<file path="config.mk">
export PLATFORM = sky130hd
export DESIGN_NAME = tic_tac_toe_move_picker
export DESIGN_NICKNAME = d
export VERILOG_FILES = /design/src/rtl/ttt_pkg.sv /design/src/rtl/ttt_line_check.sv /design/src/rtl/tic_tac_toe_move_picker.sv
export SDC_FILE = /design/constraint.sdc
export NUM_CORES = 1
export LEC_CHECK = 0
export ABC_CLOCK_PERIOD_IN_PS = 5650
export CAP_MARGIN = 20
export CELL_PAD_IN_SITES_DETAIL_PLACEMENT = 1
export CELL_PAD_IN_SITES_GLOBAL_PLACEMENT = 1
export CORE_UTILIZATION = 23
export CTS_BUF_LIST = sky130_fd_sc_hd__clkbuf_8
export DETAILED_ROUTE_END_ITERATION = 16
export DONT_BUFFER_PORTS = 1
export PLACE_DENSITY_LB_ADDON = 0.1
export SLEW_MARGIN = 40
export SYNTH_ARGS = -nofsm -noshare
export SYNTH_HDL_FRONTEND = slang
export SYNTH_SLANG_ARGS = --single-unit
</file>
<file path="constraint.sdc">
create_clock -name clock -period 5.65 [get_ports clock]
set_clock_uncertainty 0.05 [all_clocks]
set_input_delay 0.8475 -clock clock [delete_from_list [all_inputs] [get_ports clock]]
set_output_delay 0.8475 -clock clock [all_outputs]
set_load 0.05 [all_outputs]
</file>
<file path="src/rtl/ttt_pkg.sv">
// ----------------------------------------------------------------------------
// ttt_pkg
// Shared definitions for the tic-tac-toe computer-move picker:
//   - cell encodings as driven by the game (00 empty, 01 player, 10 computer)
//   - game-result (who) encodings
//   - the eight winning lines as a fixed 8x3 table of 0-based cell indices
//   - the corner visiting order
//   - the picker FSM state enum
// ----------------------------------------------------------------------------
package ttt_pkg;

   localparam logic [1:0] CELL_EMPTY    = 2'b00;
   localparam logic [1:0] CELL_PLAYER   = 2'b01;
   localparam logic [1:0] CELL_COMPUTER = 2'b10;

   localparam logic [1:0] WHO_PLAYING      = 2'b00;
   localparam logic [1:0] WHO_PLAYER_WON   = 2'b01;
   localparam logic [1:0] WHO_COMPUTER_WON = 2'b10;
   localparam logic [1:0] WHO_DRAW         = 2'b11;

   localparam int NUM_CELLS   = 9;
   localparam int NUM_LINES   = 8;
   localparam int NUM_CORNERS = 4;

   // Rows, then columns, then the two diagonals. Order decides priority
   // when several lines hit.
   localparam logic [3:0] LINE_TBL [0:NUM_LINES-1][0:2] = '{
      '{4'd0, 4'd1, 4'd2},
      '{4'd3, 4'd4, 4'd5},
      '{4'd6, 4'd7, 4'd8},
      '{4'd0, 4'd3, 4'd6},
      '{4'd1, 4'd4, 4'd7},
      '{4'd2, 4'd5, 4'd8},
      '{4'd0, 4'd4, 4'd8},
      '{4'd2, 4'd4, 4'd6}
   };

   localparam logic [3:0] CORNER_TBL [0:NUM_CORNERS-1] = '{4'd0, 4'd2, 4'd6, 4'd8};

   localparam logic [3:0] CENTER_CELL = 4'd4;

   typedef enum logic [2:0] {
      ST_IDLE,
      ST_SCAN_WIN,
      ST_SCAN_BLOCK,
      ST_PICK_CENTER,
      ST_SCAN_CORNER,
      ST_SCAN_ANY,
      ST_ISSUE
   } state_e;

endpackage

</file>
<file path="src/rtl/ttt_line_check.sv">
// ----------------------------------------------------------------------------
// ttt_line_check
// Combinational check of one three-cell line: hit is high when exactly two
// cells equal target and the remaining cell is empty; empty_idx then names
// that empty cell. The target is never the empty code, so a "match" and an
// "empty" are mutually exclusive per cell.
// Ports:
//   c0..c2      in   2  cell contents of the line
//   target      in   2  occupant code being looked for (computer or player)
//   i0..i2      in   4  0-based board indices of c0..c2
//   hit         out  1  two-of-target plus one empty
//   empty_idx   out  4  index of the empty cell (meaningful only on hit)
// ----------------------------------------------------------------------------
module ttt_line_check
   import ttt_pkg::*;
(
   input  logic [1:0] c0,
   input  logic [1:0] c1,
   input  logic [1:0] c2,
   input  logic [1:0] target,
   input  logic [3:0] i0,
   input  logic [3:0] i1,
   input  logic [3:0] i2,
   output logic       hit,
   output logic [3:0] empty_idx
);

   logic m0, m1, m2;
   logic e0, e1, e2;

   always_comb begin
      m0 = (c0 == target);
      m1 = (c1 == target);
      m2 = (c2 == target);
      e0 = (c0 == CELL_EMPTY);
      e1 = (c1 == CELL_EMPTY);
      e2 = (c2 == CELL_EMPTY);

      hit = (m0 & m1 & e2) | (m0 & e1 & m2) | (e0 & m1 & m2);

      if (e0) begin
         empty_idx = i0;
      end else if (e1) begin
         empty_idx = i1;
      end else begin
         empty_idx = i2;
      end
   end

endmodule

</file>
<file path="src/rtl/tic_tac_toe_move_picker.sv">
// ----------------------------------------------------------------------------
// tic_tac_toe_move_picker
// Computer-move generator feeding the game's pc/computer_position inputs.
// On an accepted request the board is snapshotted and scanned one candidate
// per cycle: win line, block line, centre, corners (0,2,6,8), any free cell.
// The chosen cell is registered on entry to ISSUE; pc then rises on the next
// edge and stays high for PC_HOLD cycles.
// Ports:
//   clock              in   1  system clock, rising edge
//   reset              in   1  synchronous, active-low reset
//   move_req           in   1  request a move (sampled only in IDLE)
//   pos1..pos9         in   2  board cells from the game
//   who                in   2  game result; requests rejected unless 00
//   computer_position  out  4  chosen cell, 0-based
//   pc                 out  1  move strobe, high PC_HOLD cycles
//   busy               out  1  high from acceptance until back in IDLE
//   no_move            out  1  one-cycle pulse: rejected or board full
// ----------------------------------------------------------------------------
module tic_tac_toe_move_picker
   import ttt_pkg::*;
#(
   parameter int unsigned PC_HOLD = 1
)(
   input  logic       clock,
   input  logic       reset,
   input  logic       move_req,
   input  logic [1:0] pos1,
   input  logic [1:0] pos2,
   input  logic [1:0] pos3,
   input  logic [1:0] pos4,
   input  logic [1:0] pos5,
   input  logic [1:0] pos6,
   input  logic [1:0] pos7,
   input  logic [1:0] pos8,
   input  logic [1:0] pos9,
   input  logic [1:0] who,
   output logic [3:0] computer_position,
   output logic       pc,
   output logic       busy,
   output logic       no_move
);

   localparam logic [3:0] HOLD_LAST = 4'(PC_HOLD);

   state_e     state_q, state_d;
   logic [3:0] step_q, step_d;
   logic [3:0] hold_q, hold_d;
   logic [3:0] cpos_q, cpos_d;
   logic       pc_q, pc_d;
   logic       busy_q, busy_d;
   logic       no_move_q, no_move_d;
   logic [1:0] board_q [0:NUM_CELLS-1];
   logic [1:0] board_d [0:NUM_CELLS-1];

   logic [1:0] pos_in [0:NUM_CELLS-1];

   // Line-check wiring, shared by the win and block scans.
   logic [3:0] li0, li1, li2;
   logic [1:0] lc0, lc1, lc2;
   logic [1:0] line_target;
   logic       line_hit;
   logic [3:0] line_empty_idx;
   logic [1:0] corner_cell;
   logic [1:0] any_cell;

   assign pos_in[0] = pos1;
   assign pos_in[1] = pos2;
   assign pos_in[2] = pos3;
   assign pos_in[3] = pos4;
   assign pos_in[4] = pos5;
   assign pos_in[5] = pos6;
   assign pos_in[6] = pos7;
   assign pos_in[7] = pos8;
   assign pos_in[8] = pos9;

   always_comb begin
      li0         = LINE_TBL[step_q[2:0]][0];
      li1         = LINE_TBL[step_q[2:0]][1];
      li2         = LINE_TBL[step_q[2:0]][2];
      lc0         = board_q[li0];
      lc1         = board_q[li1];
      lc2         = board_q[li2];
      line_target = (state_q == ST_SCAN_BLOCK) ? CELL_PLAYER : CELL_COMPUTER;
      corner_cell = board_q[CORNER_TBL[step_q[1:0]]];
      // step_q never exceeds 8 while in SCAN_ANY; clamp anyway so other
      // states cannot read past the board.
      any_cell    = (step_q <= 4'd8) ? board_q[step_q] : CELL_EMPTY;
   end

   ttt_line_check u_line_check (
      .c0        (lc0),
      .c1        (lc1),
      .c2        (lc2),
      .target    (line_target),
      .i0        (li0),
      .i1        (li1),
      .i2        (li2),
      .hit       (line_hit),
      .empty_idx (line_empty_idx)
   );

   always_comb begin
      state_d   = state_q;
      step_d    = step_q;
      hold_d    = hold_q;
      cpos_d    = cpos_q;
      pc_d      = 1'b0;
      busy_d    = busy_q;
      no_move_d = 1'b0;
      for (int i = 0; i < NUM_CELLS; i++) begin
         board_d[i] = board_q[i];
      end

      unique case (state_q)
         ST_IDLE: begin
            if (move_req) begin
               if (who != WHO_PLAYING) begin
                  no_move_d = 1'b1;
               end else begin
                  for (int i = 0; i < NUM_CELLS; i++) begin
                     board_d[i] = pos_in[i];
                  end
                  busy_d  = 1'b1;
                  step_d  = 4'd0;
                  state_d = ST_SCAN_WIN;
               end
            end
         end

         ST_SCAN_WIN, ST_SCAN_BLOCK: begin
            if (line_hit) begin
               cpos_d  = line_empty_idx;
               hold_d  = 4'd0;
               state_d = ST_ISSUE;
            end else if (step_q == 4'(NUM_LINES - 1)) begin
               step_d  = 4'd0;
               state_d = (state_q == ST_SCAN_WIN) ? ST_SCAN_BLOCK : ST_PICK_CENTER;
            end else begin
               step_d = step_q + 4'd1;
            end
         end

         ST_PICK_CENTER: begin
            if (board_q[CENTER_CELL] == CELL_EMPTY) begin
               cpos_d  = CENTER_CELL;
               hold_d  = 4'd0;
               state_d = ST_ISSUE;
            end else begin
               step_d  = 4'd0;
               state_d = ST_SCAN_CORNER;
            end
         end

         ST_SCAN_CORNER: begin
            if (corner_cell == CELL_EMPTY) begin
               cpos_d  = CORNER_TBL[step_q[1:0]];
               hold_d  = 4'd0;
               state_d = ST_ISSUE;
            end else if (step_q == 4'(NUM_CORNERS - 1)) begin
               step_d  = 4'd0;
               state_d = ST_SCAN_ANY;
            end else begin
               step_d = step_q + 4'd1;
            end
         end

         ST_SCAN_ANY: begin
            if (any_cell == CELL_EMPTY) begin
               cpos_d  = step_q;
               hold_d  = 4'd0;
               state_d = ST_ISSUE;
            end else if (step_q == 4'(NUM_CELLS - 1)) begin
               no_move_d = 1'b1;
               busy_d    = 1'b0;
               state_d   = ST_IDLE;
            end else begin
               step_d = step_q + 4'd1;
            end
         end

         ST_ISSUE: begin
            // First cycle in ISSUE has pc low; pc rises on the following
            // edge and is counted until PC_HOLD cycles have elapsed.
            if (hold_q == HOLD_LAST) begin
               busy_d  = 1'b0;
               state_d = ST_IDLE;
            end else begin
               pc_d   = 1'b1;
               hold_d = hold_q + 4'd1;
            end
         end

         default: begin
            state_d = ST_IDLE;
            busy_d  = 1'b0;
         end
      endcase
   end

   always_ff @(posedge clock) begin
      if (!reset) begin
         state_q   <= ST_IDLE;
         step_q    <= 4'd0;
         hold_q    <= 4'd0;
         cpos_q    <= 4'd0;
         pc_q      <= 1'b0;
         busy_q    <= 1'b0;
         no_move_q <= 1'b0;
         for (int i = 0; i < NUM_CELLS; i++) begin
            board_q[i] <= CELL_EMPTY;
         end
      end else begin
         state_q   <= state_d;
         step_q    <= step_d;
         hold_q    <= hold_d;
         cpos_q    <= cpos_d;
         pc_q      <= pc_d;
         busy_q    <= busy_d;
         no_move_q <= no_move_d;
         for (int i = 0; i < NUM_CELLS; i++) begin
            board_q[i] <= board_d[i];
         end
      end
   end

   assign computer_position = cpos_q;
   assign pc                = pc_q;
   assign busy              = busy_q;
   assign no_move           = no_move_q;

endmodule

</file>
**Word-level counts from Yosys, hierarchy flattened**

Memory sizes are Yosys's and may differ from the RTL's. A register that Yosys moved wholly into a read port is not among the register bits.
Cells that the tools add are included.
W data, S select, Z words.

- Flip-flop bits (word level): 18
- Memory bits (writable): 18
- Bits in read-only memories: 96
- Word-level logic and storage cells: 157
- Memories kept: 2

Memories:

| memory | words | bits a word | read ports | clocked after memory_dff | wr ports | RTL line | text |
|---|---|---|---|---|---|---|---|
| (name not given) | 8 | 12 | 1 | 0 | 0 | tic_tac_toe_move_picker.sv:79 | `li2 = LINE_TBL[step_q[2:0]][2];` |
| board_q | 9 | 2 | 6 | 1 | 9 | tic_tac_toe_move_picker.sv:52 | `logic [1:0] board_q [0:NUM_CELLS-1];` |

- Add/sub/neg operators: 2
- Magnitude comparators: 3
- Eq/ne operators: 33
- Multiplexer cells: 70
- Bitwise logic cells: 20
- Reduce and logical (&&, ||, !) cells: 20

Operators with widths:

| operator | number |
|---|---|
| $mux W4 | 24 |
| $mux W18 | 3 |
| $pmux W4 S5 | 2 |
| $ne A2 B2 Y1 const B | 15 |
| $mux W3 | 9 |
| $mux W12 | 2 |
| $mux W2 | 12 |
| $pmux W3 S6 | 1 |
| $reduce_and A6 Y1 | 3 |
| $pmux W4 S4 | 1 |
| $mux W1 | 13 |
| $logic_not A2 Y1 | 6 |
| $ne A3 B3 Y1 const B | 4 |
| $or A1 B1 Y1 | 11 |
| $reduce_bool A5 Y1 | 2 |
| $eq A3 B3 Y1 const B | 3 |
| $add A4 B1 Y4 const B | 2 |
| $bmux W4 S2 | 1 |
| $reduce_and A8 Y1 | 1 |
| $and A1 B1 Y1 | 6 |
| $eq A2 B2 Y1 | 3 |
| $eq A3 B2 Y1 const B | 2 |
| $reduce_and A5 Y1 | 1 |
| $eq A4 B1 Y1 const B | 1 |
| other kinds (20) | 20 |

**Depth between registers and ports, before layout**

Gate-level depths: netlist of the first run.
An unclocked memory read counts as a cell.

- Word-level depth: 14
- Depth in mapped cells: 13
- Depth with buffers taken out: 11

**Cells and area by module**

From an unflattened synthesis of the first run, not the netlist that was laid out.

- Cell total of the unflattened synthesis: 319
- Area total of the unflattened synthesis: 3032.9 um2

By module, submodules not included:

| module | times used | cells an instance | area an instance (um2) |
|---|---|---|---|
| tic_tac_toe_move_picker | 1 | 290 | 2821.5 |
| ttt_line_check | 1 | 29 | 211.5 |

**Worst setup path after synthesis of the first run**

No wires, ideal clock.

- Kind: flip-flop to flip-flop
- Start: register step_q[0]
- End: register with a tool-made name
- Setup time: 70 ps
- Arrival: 3334 ps
- Required time: 5530 ps
- Slack: 2196 ps
- Cell stages (with the launch flop): 12
- Buffers on the path: 1
- Clock period less this slack: 3454 ps
- Path through: dfxtp_1 clkbuf_1 inv_1 ha_1 mux2i_2 mux4_2 and3_4 o31ai_4 a2111o_1 nand3_4 or4_1 a21oi_1

RTL lines:

| element | RTL line | text |
|---|---|---|
| start: declaration | tic_tac_toe_move_picker.sv:46 | `logic [3:0] step_q, step_d;` |
| start signal: assignment | tic_tac_toe_move_picker.sv:214 | `step_q <= step_d;` |

**Worst setup path in the final report of the first run**

- Start: register step_q[1]
- End: register cpos_q[1], in the netlist computer_position[1]

- Longest elaborated chain between the ends: 12
- Elaborated cells between the ends (all ways): 37
- Those cells by class: order compare: 1; eq/ne: 6; mux: 12; bitwise: 10; reduce/logical: 6; memory: 2

RTL lines:

| element | RTL line | text |
|---|---|---|
| $not A3 Y4 (implied by the code) | tic_tac_toe_move_picker.sv:77, tic_tac_toe_move_picker.sv:78, tic_tac_toe_move_picker.sv:79 |  |
| $mem_v2 Z8 W12 | -- |  |
| $mux W12 (implied by the code) (2 in a row) | tic_tac_toe_move_picker.sv:79 |  |
| $mem_v2 Z9 W2 | -- |  |
| $eq A2 B2 Y1, or another cell as far along | ttt_line_check.sv:32 | `m0 = (c0 == target);` |
| $and A1 B1 Y1 (2 in a row) | ttt_line_check.sv:39 | `hit = (m0 & m1 & e2) \| (m0 & e1 & m2) \| (e0 & m1 & m2);` |
| $or A1 B1 Y1 (2 in a row) | ttt_line_check.sv:39 |  |
| $ne A2 B2 Y1 (no source line) | -- |  |
| $reduce_and A5 Y1 (no source line) | -- |  |
| end signal: assignment | tic_tac_toe_move_picker.sv:216 | `cpos_q <= cpos_d;` |
| end: declaration | tic_tac_toe_move_picker.sv:48 | `logic [3:0] cpos_q, cpos_d;` |

Several ways; a longest one is shown, not always the timed one. The select of a mux whose other input is x is not followed.
A chain may end at the register's enable or synchronous reset.

==> impl_metrics.py, run 1 <==
metrics = {
    "sta": {
        "setup_violations": 0,
        "min_period_ns": 3.99,
        "relSlewSlack": 0.532,
        "hold_violations": 0,
        "max_freq_mhz": 251,
        "tightest_slew_ns": 0.701,
        "rsz0062_at_grt": "no",
        "tns_ns": 0,
        "min_period_over_period": 0.706,
        "slew_violations": 0,
    },
    "worst_setup_path": {
        "required_ns": 5.79,
        "end_kind": "register",
        "critPathLaunchType": "register",
        "crit_fanout": 11,
        "ff2ff_path_depth": 11,
        "arrival_ns": 4.13,
        "critPathKind": "reg2reg",
    },
    "yosys": {
        "synth-edff-count": 18,
        "yosys_warnings": 0,
        "synth-main-ff-cell": "dfxtp_1",
        "yosys.area.top_type_share": 0.175,
        "yosysMostFrequentCell": "nor2_1",
        "syn_nets": 381,
        "yosys.area_share.simple": 0.247,
        "async_flop_share": 0,
        "yosys.area.top_type": "edfxtp_1",
        "synth_xor_area_frac": 0.00284,
        "synth_top_family_by_area": "simple AND/OR/NAND/NOR gates",
        "yosysSeqAreaShare": 0.318,
        "synthMuxAreaShare": 0.136,
        "synth_cell_types": 64,
        "synthTopCellsByCount": "nor2_1, a21oi_1, nand2_1",
        "yosys_register_bits": 40,
        "synth_compound_area_frac": 0.216,
        "syn_avg_cell_area_sq_um": 8.80,
        "synth_area_sq_um": 3080,
        "synth_area_leaders": "edfxtp_1, dfxtp_1, mux4_2",
        "netlist_instances": 350,
        "synth_fa_ha_area_frac": 0.0325,
    },
    "power_and_ir_drop": {
        "power.density_nw_per_um2": 373,
        "power.total_mw": 1.24,
        "leakage_nw": 1.10,
        "ir_worst_vdd_uv": 160,
    },
    "min_path": {
        "hold_depth": 1,
        "hold_class": "reg2reg",
    },
    "drt": {
        "ant_nets": 0,
        "wl_per_cell_microns": 19.1,
        "first_pass_iters": 4,
        "post_drt_via_cell_ratio": 5.11,
        "vias": 2606,
        "wl_microns": 9750,
        "drc": 0,
        "first_iter_violations": 155,
    },
    "cts": {
        "cts_setup_buffers": 0,
        "clock-root-buffer": "clkbuf_8",
        "cts.sinks": 40,
        "ctsHoldBuffers": 0,
        "h-tree-depth": 2,
        "cts_tree": "built",
        "cts_buffer_depth": 2,
        "cts_inserted_buffers": 5,
        "cts_resized": 0,
        "clk_latency_ns": 0.32,
        "clk_pin_slew_worst_paths_ns": 0.10,
    },
    "final_layout": {
        "drive_above_1_share": 0.0888,
        "fillCellCount": 1540,
        "area_growth_pct": 7.76,
        "final_nets": 368,
        "n_antenna_cell": 0,
    },
    "global_routing": {
        "antenna_found_initial": 0,
        "grt_pass1_wl_microns": 15800,
        "grt_max_degree": 30,
        "first_global_vias": 2702,
        "gr-usage-all-layers": 0.147,
        "overflow": 0,
    },
    "place": {
        "gp_congestion": 0.802,
        "io_buffers": 0,
        "dp.final_hpwl_microns": 7500,
    },
    "floorplan": {
        "row_count": 41,
        "ios": 30,
        "design.die.area_sq_um": 13900,
        "coreArea_sq_um": 12800,
        "die_w_microns": 118,
        "initial_core_util": 0.240,
        "die_h_microns": 118,
    },
    "job": {
        "max_cap_viol_count": 0,
    },
    "run_status": {
        "outcome": "finished, final reports clean",
    },
}
worst paths after layout:
| kind | end | slack (ns) | start |
|---|---|---|---|
| worst max-delay path | computer_position[1] | 1.66 | step_q[1] |
| worst min-delay path | hold_q[0] | 0.47 | hold_q[0] |
| worst max register to register | computer_position[1] | 1.66 | step_q[1] |
| worst min register to register | hold_q[0] | 0.47 | hold_q[0] |
flip-flops by register name (all words and copies together) (netlist names), named ones only:
register           flops
board_q               18
busy                   1
computer_position      4
hold_q                 4
no_move                1
pc                     1
state_q                3
step_q                 4
cells by family (layout without fill, tap and decap cells):
family / count (synthesis) / count (layout)
AO/OA/AOI/OAI: 92 / 92
XOR/XNOR: 1 / 1
adder cells (fa/ha/maj): 8 / 8
buffers and inverters: 33 / 21
flip-flops: 40 / 40
multiplexers: 31 / 31
AND/OR/NAND/NOR: 145 / 145
cell type report:
| class | instances | area [sq um] | area share |
|---|---|---|---|
| clock buffers | 5 | 68.8 | 0.0207 |
| clock inverters | 3 | 46.3 | 0.0139 |
| inverters | 12 | 45.0 | 0.0136 |
| multi-input cells | 277 | 1960 | 0.589 |
| flip-flops and latches | 40 | 981 | 0.296 |
| well taps | 172 | 215 | 0.0648 |
| repair buffers | 1 | 7.51 | 0.00226 |
critical path, stage by stage, from the launching register on:
cell	delay, ns
dfxtp_1	0.60
inv_1	0.18
ha_1	0.42
mux2i_2	0.43
mux4_2	0.61
a211o_1	0.30
o2bb2ai_4	0.24
nor2_2	0.10
a211o_1	0.38
a21boi_4	0.27
mux2i_1	0.21
nor2_1	0.05
metal layers:
| layer | global-route usage | up-vias | wire [microns] |
|---|---|---|---|
| met5 | 0 | - | 0 |
| met4 | 0.0489 | 0 | 164 |
| met3 | 0.0208 | 11 | 301 |
| met2 | 0.224 | 43 | 4320 |
| met1 | 0.211 | 1279 | 4960 |
| li1 | - | 1273 | - |
layout by cell type (no fill, tap or decap), types with 4 or more instances in the layout:
master	n
a211oi_1	5
a21oi_1	27
a22oi_1	4
and2_1	24
clkbuf_8	5
dfxtp_1	22
edfxtp_1	18
ha_1	8
inv_1	11
mux2i_1	17
mux4_2	8
nand2_1	26
nand3_1	12
nand4_1	4
nor2_1	38
nor2b_1	7
nor3_1	10
o21ai_0	11
o31a_1	4
o31ai_1	6
or3_1	5
where the power goes:
group | leakage (nW) | switching, mW | internal [mW]
logic | 0.677 | 0.336 | 0.210
registers | 0.364 | 0.0944 | 0.336
clock network | 0.0548 | 0.126 | 0.133
per-stage QoR:
stage	area, sq um	hold slack (ns)	utilization	setup slack, ns	std cells
final	3320	0.468	0.259	1.66	510
after global routing	3320	0.513	0.259	1.34	510
after CTS	3320	0.483	0.259	1.63	510
after detailed placement	3200	0.463	0.250	1.67	502
after global placement	3200	0.453	0.250	1.71	502
after floorplan	3080	0.419	-	2.20	350
Note: power is estimated with default switching activity, not from simulation.
==> run 2, diff against run 1 <==
Settings changed: ABC_CLOCK_PERIOD_IN_PS 5650 to 3300.
Clock period 5.65 ns to 3.3 ns, I/O delays scaled along.
==> impl_metrics.py, run 2 (synthesized netlist as in run 1, its figures left out) <==
metrics = {
    "min_path": {
        "hold_class": "in2reg",
        "hold_depth": 1,
        "worstHoldEndpoint": "hold_q[1]",
        "min_from": "reset",
    },
    "global_routing": {
        "grt_max_degree": 30,
        "use_met2": 0.232,
        "grt_pass1_wl_microns": 16200,
        "gr-usage-met3": 0.0242,
        "grt_busiest_layer": "met2",
        "overflow": 0,
        "gr-usage-all-layers": 0.152,
        "antenna_found_initial": 0,
        "first_global_vias": 2798,
        "use_met1": 0.218,
    },
    "cts": {
        "cts.sinks": 40,
        "clk_pin_slew_worst_paths_ns": 0.10,
        "cts_inserted_buffers": 5,
        "clock-root-buffer": "clkbuf_8",
        "cts_buffer_depth": 2,
        "cts_tree": "built",
        "clk_latency_ns": 0.32,
        "h-tree-depth": 2,
        "ctsHoldBuffers": 0,
    },
    "place": {
        "io_buffers": 0,
        "gp_congestion": 0.791,
        "dp.final_hpwl_microns": 7760,
        "place_inst": 527,
    },
    "drt": {
        "first_pass_iters": 5,
        "wl_per_cell_microns": 18.9,
        "vias": 2705,
        "wl_microns": 10200,
        "post_drt_via_cell_ratio": 5.04,
        "first_iter_violations": 130,
        "drc": 0,
        "ant_nets": 0,
    },
    "worst_setup_path": {
        "critical_path.cell_chain": "inv_2 -> ha_4 -> mux2i_4 -> buf_4 -> mux4_2 -> nor4_4 -> nor3_2 -> mux2i_2 -> a2111o_1 -> nand3_4 -> or4_4 -> a21oi_1",
        "critPathLaunchType": "register",
        "crit_fanout": 8,
        "r2r-start": "step_q[1]",
        "required_ns": 3.51,
        "arrival_ns": 3.35,
        "critical_path.slowest_cell": "or4_4",
        "critPathKind": "reg2reg",
        "r2r_slack_ns": 0.15,
        "max_stage_delay_ns": 0.54,
        "ff2ff_path_depth": 12,
        "end_kind": "register",
        "r2r_end": "step_q[3]",
    },
    "run_status": {
        "outcome": "finished, final reports clean",
    },
    "final_layout": {
        "fillCellCount": 1544,
        "drive_above_1_share": 0.192,
        "area_growth_pct": 17.8,
        "final_cell_mix": "nor2_1, buf_4, nand2_1, a21oi_1, and2_1",
        "regArea_sq_um": 985,
        "multi_input_area_sq_um": 2040,
        "layout.cells.non_filler": 537,
        "final_nets": 395,
        "final_common_cell": "nor2_1",
        "n_antenna_cell": 0,
        "top_register": "board_q",
        "largest_reg_flops": 18,
    },
    "sta": {
        "setup_violations": 0,
        "relSlewSlack": 0.552,
        "max_freq_mhz": 318,
        "slew_violations": 0,
        "tightest_slew_ns": 0.670,
        "hold_violations": 0,
        "fin_hold_ws_ns": 0.239,
        "min_period_over_period": 0.954,
        "min_period_ns": 3.15,
    },
    "power_and_ir_drop": {
        "power.density_nw_per_um2": 629,
        "power.internal_mw": 1.29,
        "switching_share": 0.435,
        "ir_worst_vdd_uv": 235,
        "pwr-share-comb": 0.504,
        "power.net_switching_uw": 993,
        "leakage_nw": 1.25,
        "clkPwrFrac": 0.194,
        "power.total_mw": 2.28,
        "seqPwrFrac": 0.302,
    },
    "floorplan": {
        "row_count": 41,
        "die_w_microns": 118,
        "die_h_microns": 118,
        "initial_core_util": 0.240,
        "design.die.area_sq_um": 13900,
        "ios": 30,
        "coreArea_sq_um": 12800,
    },
    "job": {
        "max_cap_viol_count": 0,
    },
}
run 2: power by group through the flow:
stage / clock network [mW] / logic [mW] / registers [mW]
3_5_place_dp: 0 / 1.09 / 0.698
4_1_cts: 0.459 / 1.13 / 0.689
6_report: 0.443 / 1.15 / 0.689
2_1_floorplan: 0 / 0.774 / 0.673
3_3_place_gp: 0 / 1.10 / 0.698
5_1_grt: 0.480 / 1.27 / 0.697
run 2: per-layer routing:
metal,vias up,wire [microns],part of all wire
met4,0,89,0.0088
met5,-,0,0
li1,1335,-,-
met2,37,4590,0.45
met1,1326,5140,0.51
met3,7,335,0.033
run 2: worst max-delay path, delay by kind of cell, from the launching register on:
kind / cells / cell delay [ns]
AND/OR/NAND/NOR: 4 / 1.06
multiplexers: 3 / 0.79
flip-flops: 1 / 0.35
AO/OA/AOI/OAI: 2 / 0.35
buffers and inverters: 2 / 0.26
adder cells (fa/ha/maj): 1 / 0.22
run 2: how the worst max path moves through the flow:
stage	from	to	slack, ns	depth (start not counted)
2_1_floorplan	step_q[0]	register	0.03	13
3_3_place_gp	step_q[1]	computer_position[0]	-0.15	12
3_5_place_dp	step_q[1]	computer_position[0]	-0.11	12
4_1_cts	step_q[0]	computer_position[0]	0.02	11
5_1_grt	step_q[1]	step_q[3]	-0.01	12
6_report	step_q[1]	step_q[3]	0.15	12
run 2: cell type report:
type | count | share of cell area
Multi-Input combinational cell | 277 | 0.563
Timing Repair Buffer | 28 | 0.0614
Clock inverter | 3 | 0.0128
Clock buffer | 5 | 0.0190
Inverter | 12 | 0.0131
Sequential cell | 40 | 0.271
Tap cell | 172 | 0.0593
run 2: what timing repair did:
| action | CTS | global route |
|---|---|---|
| buffers inserted | 1 | 1 |
| gates resized for setup | 7 | 13 |
| endpoints found under the setup margin | 13 | 19 |
| pin swaps | 2 | 5 |
run 2: stage by stage:
| step | TNS, ns | utilization | worst slack [ns] | area, sq um |
|---|---|---|---|---|
| CTS | 0 | 0.278 | 0.0227 | 3570 |
| detailed placement | -0.573 | 0.266 | -0.111 | 3410 |
| floorplan | 0 | - | 0.0339 | 3090 |
| finish | 0 | 0.283 | 0.153 | 3630 |
| global placement | -1.22 | 0.266 | -0.151 | 3410 |
| global route | -0.0205 | 0.283 | -0.0105 | 3630 |
